File: src/rtl/cla_cell.sv
// Registered two/three-level carry-lookahead adder: {cout,s} <= a + b + cin.
// 4-bit groups feed block lookahead units (4 groups each), and blocks feed a top unit when WIDTH > 16.
module cla_cell #(
  parameter int WIDTH = 16
) (
  input  logic             clk,
  input  logic             rst_n,
  input  logic [WIDTH-1:0] a,
  input  logic [WIDTH-1:0] b,
  input  logic             cin,
  output logic [WIDTH-1:0] s,
  output logic             cout
);

  localparam int NG = WIDTH / 4;
  localparam int NB = (NG + 3) / 4;

  // Carry after n positions of a 4-wide lookahead unit, as a flat sum of products.
  function automatic logic lac(input logic [3:0] g, input logic [3:0] p,
                               input logic ci, input int unsigned n);
    logic c;
    logic t;
    c = ci;
    for (int unsigned k = 0; k < 4; k++) if (k < n) c = c & p[k];
    for (int unsigned j = 0; j < 4; j++) begin
      if (j < n) begin
        t = g[j];
        for (int unsigned k = j + 1; k < 4; k++) if (k < n) t = t & p[k];
        c = c | t;
      end
    end
    return c;
  endfunction

  logic [WIDTH-1:0]  w_g, w_p, w_c;
  logic [4*NB-1:0]   w_G, w_P;
  logic [NG-1:0]     w_gc;
  logic [NB-1:0]     w_bc;

  assign w_g = a & b;
  assign w_p = a ^ b;

  // Groups past NG are padded transparent (G=0, P=1) so block G/P stay exact.
  for (genvar k = 0; k < 4 * NB; k++) begin : g_grp
    if (k < NG) begin : g_real
      for (genvar m = 0; m < 4; m++) begin : g_bit
        if (m == 0) begin : g_c0
          assign w_c[4*k] = w_gc[k];
        end else begin : g_cm
          assign w_c[4*k+m] = lac(w_g[4*k +: 4], w_p[4*k +: 4], w_gc[k], m);
        end
      end
      assign w_G[k] = lac(w_g[4*k +: 4], w_p[4*k +: 4], 1'b0, 4);
      assign w_P[k] = &w_p[4*k +: 4];
    end else begin : g_pad
      assign w_G[k] = 1'b0;
      assign w_P[k] = 1'b1;
    end
  end

  for (genvar j = 0; j < NB; j++) begin : g_blk
    for (genvar m = 0; m < 4; m++) begin : g_gc
      if (4 * j + m < NG) begin : g_used
        if (m == 0) begin : g_c0
          assign w_gc[4*j] = w_bc[j];
        end else begin : g_cm
          assign w_gc[4*j+m] = lac(w_G[4*j +: 4], w_P[4*j +: 4], w_bc[j], m);
        end
      end
    end
  end

  if (NB == 1) begin : g_top1
    assign w_bc[0] = cin;
  end else begin : g_top
    logic [3:0] w_BG, w_BP;
    for (genvar j = 0; j < 4; j++) begin : g_bgp
      if (j < NB) begin : g_real
        assign w_BG[j] = lac(w_G[4*j +: 4], w_P[4*j +: 4], 1'b0, 4);
        assign w_BP[j] = &w_P[4*j +: 4];
      end else begin : g_pad
        assign w_BG[j] = 1'b0;
        assign w_BP[j] = 1'b1;
      end
    end
    for (genvar j = 0; j < NB; j++) begin : g_bc
      if (j == 0) begin : g_c0
        assign w_bc[0] = cin;
      end else begin : g_cj
        assign w_bc[j] = lac(w_BG, w_BP, cin, j);
      end
    end
  end

  logic w_cout;
  assign w_cout = lac(w_G[4*(NB-1) +: 4], w_P[4*(NB-1) +: 4], w_bc[NB-1], 4);

  logic [WIDTH-1:0] r_s;
  logic             r_cout;

  always_ff @(posedge clk or negedge rst_n) begin
    if (!rst_n) begin
      r_s    <= '0;
      r_cout <= 1'b0;
    end else begin
      r_s    <= w_p ^ w_c;
      r_cout <= w_cout;
    end
  end

  assign s    = r_s;
  assign cout = r_cout;

endmodule

File: config.mk
export PLATFORM = sky130hd
export DESIGN_NAME = cla_cell
export DESIGN_NICKNAME = d
export VERILOG_FILES = /design/src/rtl/cla_cell.sv
export SDC_FILE = /design/constraint.sdc
export NUM_CORES = 1
export LEC_CHECK = 0
export CAP_MARGIN = 20
export CORE_ASPECT_RATIO = 1.5
export CORE_UTILIZATION = 41
export CTS_CLUSTER_DIAMETER = 100
export CTS_CLUSTER_SIZE = 40
export DETAILED_ROUTE_END_ITERATION = 16
export GPL_TIMING_DRIVEN = 0
export PLACE_DENSITY = 0.78
export SLEW_MARGIN = 10
export SYNTH_ARGS = -nofsm -noshare
export SYNTH_HDL_FRONTEND = slang
export SYNTH_SLANG_ARGS = --single-unit
File: constraint.sdc
create_clock -name clk -period 0.8 [get_ports clk]
set_input_delay 0.16 -clock clk [delete_from_list [all_inputs] [get_ports clk]]
set_output_delay 0.16 -clock clk [all_outputs]
set_load 0.02 [all_outputs]
# --- Word level (Yosys, flattened, before mapping) ---
# Cells that the tools add are included.
op_classes:
  n_bitwise: 95
  reduce_logical: 4
op_table:
  columns: ["operator", "n"]
  rows:
  - ["bitwise AND 1 bit", 46]
  - ["OR 1 bit", 46]
  - ["bitwise XOR 16 bit", 2]
  - ["bitwise AND 16 bit", 1]
  - ["AND reduction 4 bit", 4]
word_totals:
  register_bits: 17
  in_bits: 35
  output_inout_bits: 17
  wordCells: 101

# --- Logic depth before layout (Yosys ltp) ---
logic_depth:
  depth_word: 19
  depth_mapped: 10
  depth_no_buf: 10

# --- Worst setup path before layout ---
# OpenSTA, ideal clock, no wires.
synth_timing:
  path_type: "input -> register"
  start: "input a[5]"
  end: "register r_s[15], in the netlist s[15]"
  setup_ns: 0.080
  arrival_time_ns: 1.916
  required_ns: 0.720
  slack_ns: -1.196
  path_stages: 10
  path_buffers: 0
  path_cell_list: "ha_1 -> a21oi_2 -> o21ai_2 -> a2111oi_4 -> a21oi_2 -> ha_1 -> o21a_1 -> o21a_1 -> nor2_1 -> xnor2_1"
synth_between:
  elab_chain_len: 17
  elab_cells_between_ends: 26
  cone_classes: "bitwise: 25; reduce/logical: 1"
synth_lines:
  columns: ["item", "line_no", "text"]
  rows:
  - ["from (decl)", "8", "input logic [WIDTH-1:0] a,"]
  - ["bitwise XOR 16 bit", "41", "assign w_p = a ^ b;"]
  - ["bitwise AND 1 bit (3 in a row)", "28", "for (int unsigned k = j + 1; k < 4; k++) if (k < n) t = t & p[k];"]
  - ["OR 1 bit (3 in a row)", "29", "c = c | t;"]
  - ["bitwise AND 1 bit", "28", null]
  - ["OR 1 bit (*) (2 in a row)", "29", null]
  - ["bitwise AND 1 bit (*) (3 in a row)", "24", "for (int unsigned k = 0; k < 4; k++) if (k < n) c = c & p[k];"]
  - ["OR 1 bit (*) (3 in a row)", "29", null]
  - ["bitwise XOR 16 bit (*)", "106", "r_s <= w_p ^ w_c;"]
  - ["to (signal assigned)", "106", null]
  - ["to (decl)", "98", "logic [WIDTH-1:0] r_s;"]
# Every way passes the cells marked *; elsewhere a longest branch is shown, timed or not.

# --- Worst setup path in the final report ---
layout_timing:
  start: "input a[0]"
  end: "register r_s[7], in the netlist s[7]"
layout_between:
  elab_chain_len: 15
  elab_cells_between_ends: 18
  cone_classes: "bitwise: 17; reduce/logical: 1"
layout_lines:
  columns: ["item", "line_no", "text"]
  rows:
  - ["bitwise AND 16 bit", "40", "assign w_g = a & b;"]
  - ["bitwise AND 1 bit (3 in a row)", "28", null]
  - ["OR 1 bit (3 in a row)", "29", null]
  - ["OR 1 bit (*)", "29", null]
  - ["bitwise AND 1 bit (*) (3 in a row)", "24", null]
  - ["OR 1 bit (*) (3 in a row)", "29", null]
  - ["bitwise XOR 16 bit (*)", "106", null]
# Marks and branches as above.

==> impl_metrics.ini <==
[logic_synthesis]
synth-seq-cells = 17
ys_types = 24
synth_area_per_cell_um2 = 11.5
synthCells = 100
yosysSeqAreaShare_pct = 36.9
yosys_warnings = 0
synthesis.area_um2 = 1150
syn_nets = 159

[routing]
num_vias = 1109
routed_via_density = 5.13
wire_per_inst_um = 17.4
drt-initial-drc-count = 17
drc_errors = 0
antenna_left = 0
drt_first_pass_iters = 4
routed_wl_um = 3750

[placed_design]
port_buffers = 51
preCtsSetupSlack_ps = -1630
gp_congestion = 0.774
dp_hpwl_um = 2250

[final_layout]
syn2layout_area_growth_pct = 97.9
diodes = 0
drive_gt1_share_pct = 68.2
fill_cells = 140
nNetsFinal = 239

[sta]
finalHoldViolCount = 0
finalSetupTns_ps = -13930
tightest_slew_ps = 795
drv_slew = 0
finalCriticalPeriod_ps = 1810
max_slew_margin_pct = 47.0
worst_hold_slack_ps = 89.7
rsz0062_at_grt = yes
min_period_over_period_pct = 227
max_freq_mhz = 552
timing.final.ws_setup_ps = -1010
setup_viol = 32

[die]
num_rows = 23
initial_utilization_pct = 43.1
io_pins = 52
die_h_um = 67.0
die_x_um = 45.3
core_um2 = 2680
dieArea_um2 = 3030

[power_and_ir_drop]
power.density_nw_per_um2 = 1620
ir_drop_uv = 1050
leakage_nw = 0.977

[clock_network]
root_buffer = clkbuf_8
h-tree-depth = 1
path_clk_slew_ps = 70
cts_tree = done
clock-sinks = 17
ctsHoldBuffers = 0
clk_path_buf_depth = 2
cts_buffers = 3

[grt]
grt_use_total_pct = 25.8
use_met3_pct = 5.69
grt_use_met1_pct = 23.2
grt_pass1_vias = 1228
grt.overflow.total = 0
grt_pass1_wl_um = 5400
use_met2_pct = 51.6
antenna_found_initial = 0
gr-max-usage-layer = met2
grt_max_degree = 18

[setup_path]
critPathRequiredTime_ps = 990
cp_max_fo = 2
cp-start-kind = primary input
end_kind = flip-flop
worstPathArrival_ps = 2000
critical_path_class = primary input to flip-flop

[flow_run]
maxCapViolCount = 0

[outcome]
status = finished, violations left
violations = negative setup slack

[min_path]
hold_path_class = primary input to asynchronous set/reset pin
[synth_stat cells]
cell type  number  area [um2]
a2111oi_4       1        27.5
a21o_1          2        15.0
a21oi_1         5        25.0
a21oi_2         2        17.5
a21oi_4         1        16.3
a221o_1         1        10.0
and4_1          1        8.76
dfrtp_1        17         425
fa_1            4        80.1
ha_1           20         250
inv_1           4        15.0
nand2_1         5        18.8
nand2b_1        1        6.26
nand3_1         1        5.00
nor2_1         11        41.3
nor2b_1         1        6.26
nor3_1          3        15.0
o21a_1          6        45.0
o21ai_0         2        10.0
o21ai_2         1        8.76
o31ai_4         1        21.3
or3_1           1        6.26
xnor2_1         5        43.8
xor2_1          4        35.0
[how the worst max path moves through the flow]
stage / start / endpoint / slack (ps)
6_report: a[0] / s[7] / -1010
3_3_place_gp: a[0] / s[7] / -1600
2_1_floorplan: a[9] / s[15] / -1000
3_5_place_dp: a[9] / s[15] / -1630
5_1_grt: a[7] / s[15] / -1070
4_1_cts: b[7] / s[15] / -1060
[power breakdown]
part           switching, mW  internal [mW]  total [mW]
sequential            0.0861           1.03        1.12
clock                  0.322          0.355       0.677
combinational          0.875           1.02        1.90
total                   1.28           2.41        3.69
[flip-flops by register name, indices dropped and copies added, names as in the netlist]
name and count:
s 16, cout 1
[stage by stage]
step,cells,power [mW],util [%],area (um2)
after floorplan,100,1.85,-,1320
after global placement,188,2.49,70.2,1880
after detailed placement,188,2.54,70.2,1880
after CTS,212,3.53,83.2,2230
final,216,3.69,85.3,2280
after global routing,216,3.85,85.3,2280
[logic make-up after synthesis]
group                      count (synthesis)  share of synthesized area [%]
buffers and inverters                      4                           1.30
adders and majority gates                 24                           28.6
and+or+nand+nor                           24                           9.33
AOI/OAI and AO/OA                         22                           17.0
DFF                                       17                           36.9
xor gates and xnor gates                   9                           6.83
[layer usage]
| metal | wire length, um | part of all wire (%) |
|---|---|---|
| met4 | 87 | 2.3 |
| met5 | 0 | 0 |
| met3 | 200 | 5.3 |
| met1 | 1260 | 34 |
| met2 | 2200 | 59 |
[critical path: stages]
cell     delay (ps)
buf_8           100
ha_4            250
a21oi_4         150
nor2_4           50
or3_4           410
ha_4            170
o21a_1          210
o21a_1          230
nor2_2          140
xnor2_1         130
[area by class of cell]
type                    count  area, um2  area share [%]
clock buffers               4       45.0            1.97
well taps                  37       46.3            2.03
multi-input cells          79       1090            47.6
inverters                   4       25.0            1.10
repair buffers             75        656            28.7
flip-flops and latches     17        425            18.6
[cells in the final DEF (no fill, tap or decap), types with 4 or more instances in the layout]
| cell | count |
|---|---|
| buf_6 | 27 |
| buf_4 | 19 |
| dfrtp_1 | 17 |
| ha_4 | 15 |
| buf_2 | 12 |
| clkdlybuf4s50_1 | 8 |
| o21a_1 | 6 |
| clkbuf_2 | 6 |
| a21oi_4 | 5 |
| nor2_4 | 5 |
| xnor2_1 | 5 |
| xor2_1 | 4 |
| fa_2 | 4 |
| ha_1 | 4 |
[timing repair]
action	in CTS	in global routing
setup buffers	20	4
pin swaps	48	42
setup endpoints to repair	51	33
cloned	0	0
gates resized for setup	224	37
(Power assumes the default switching activity.)
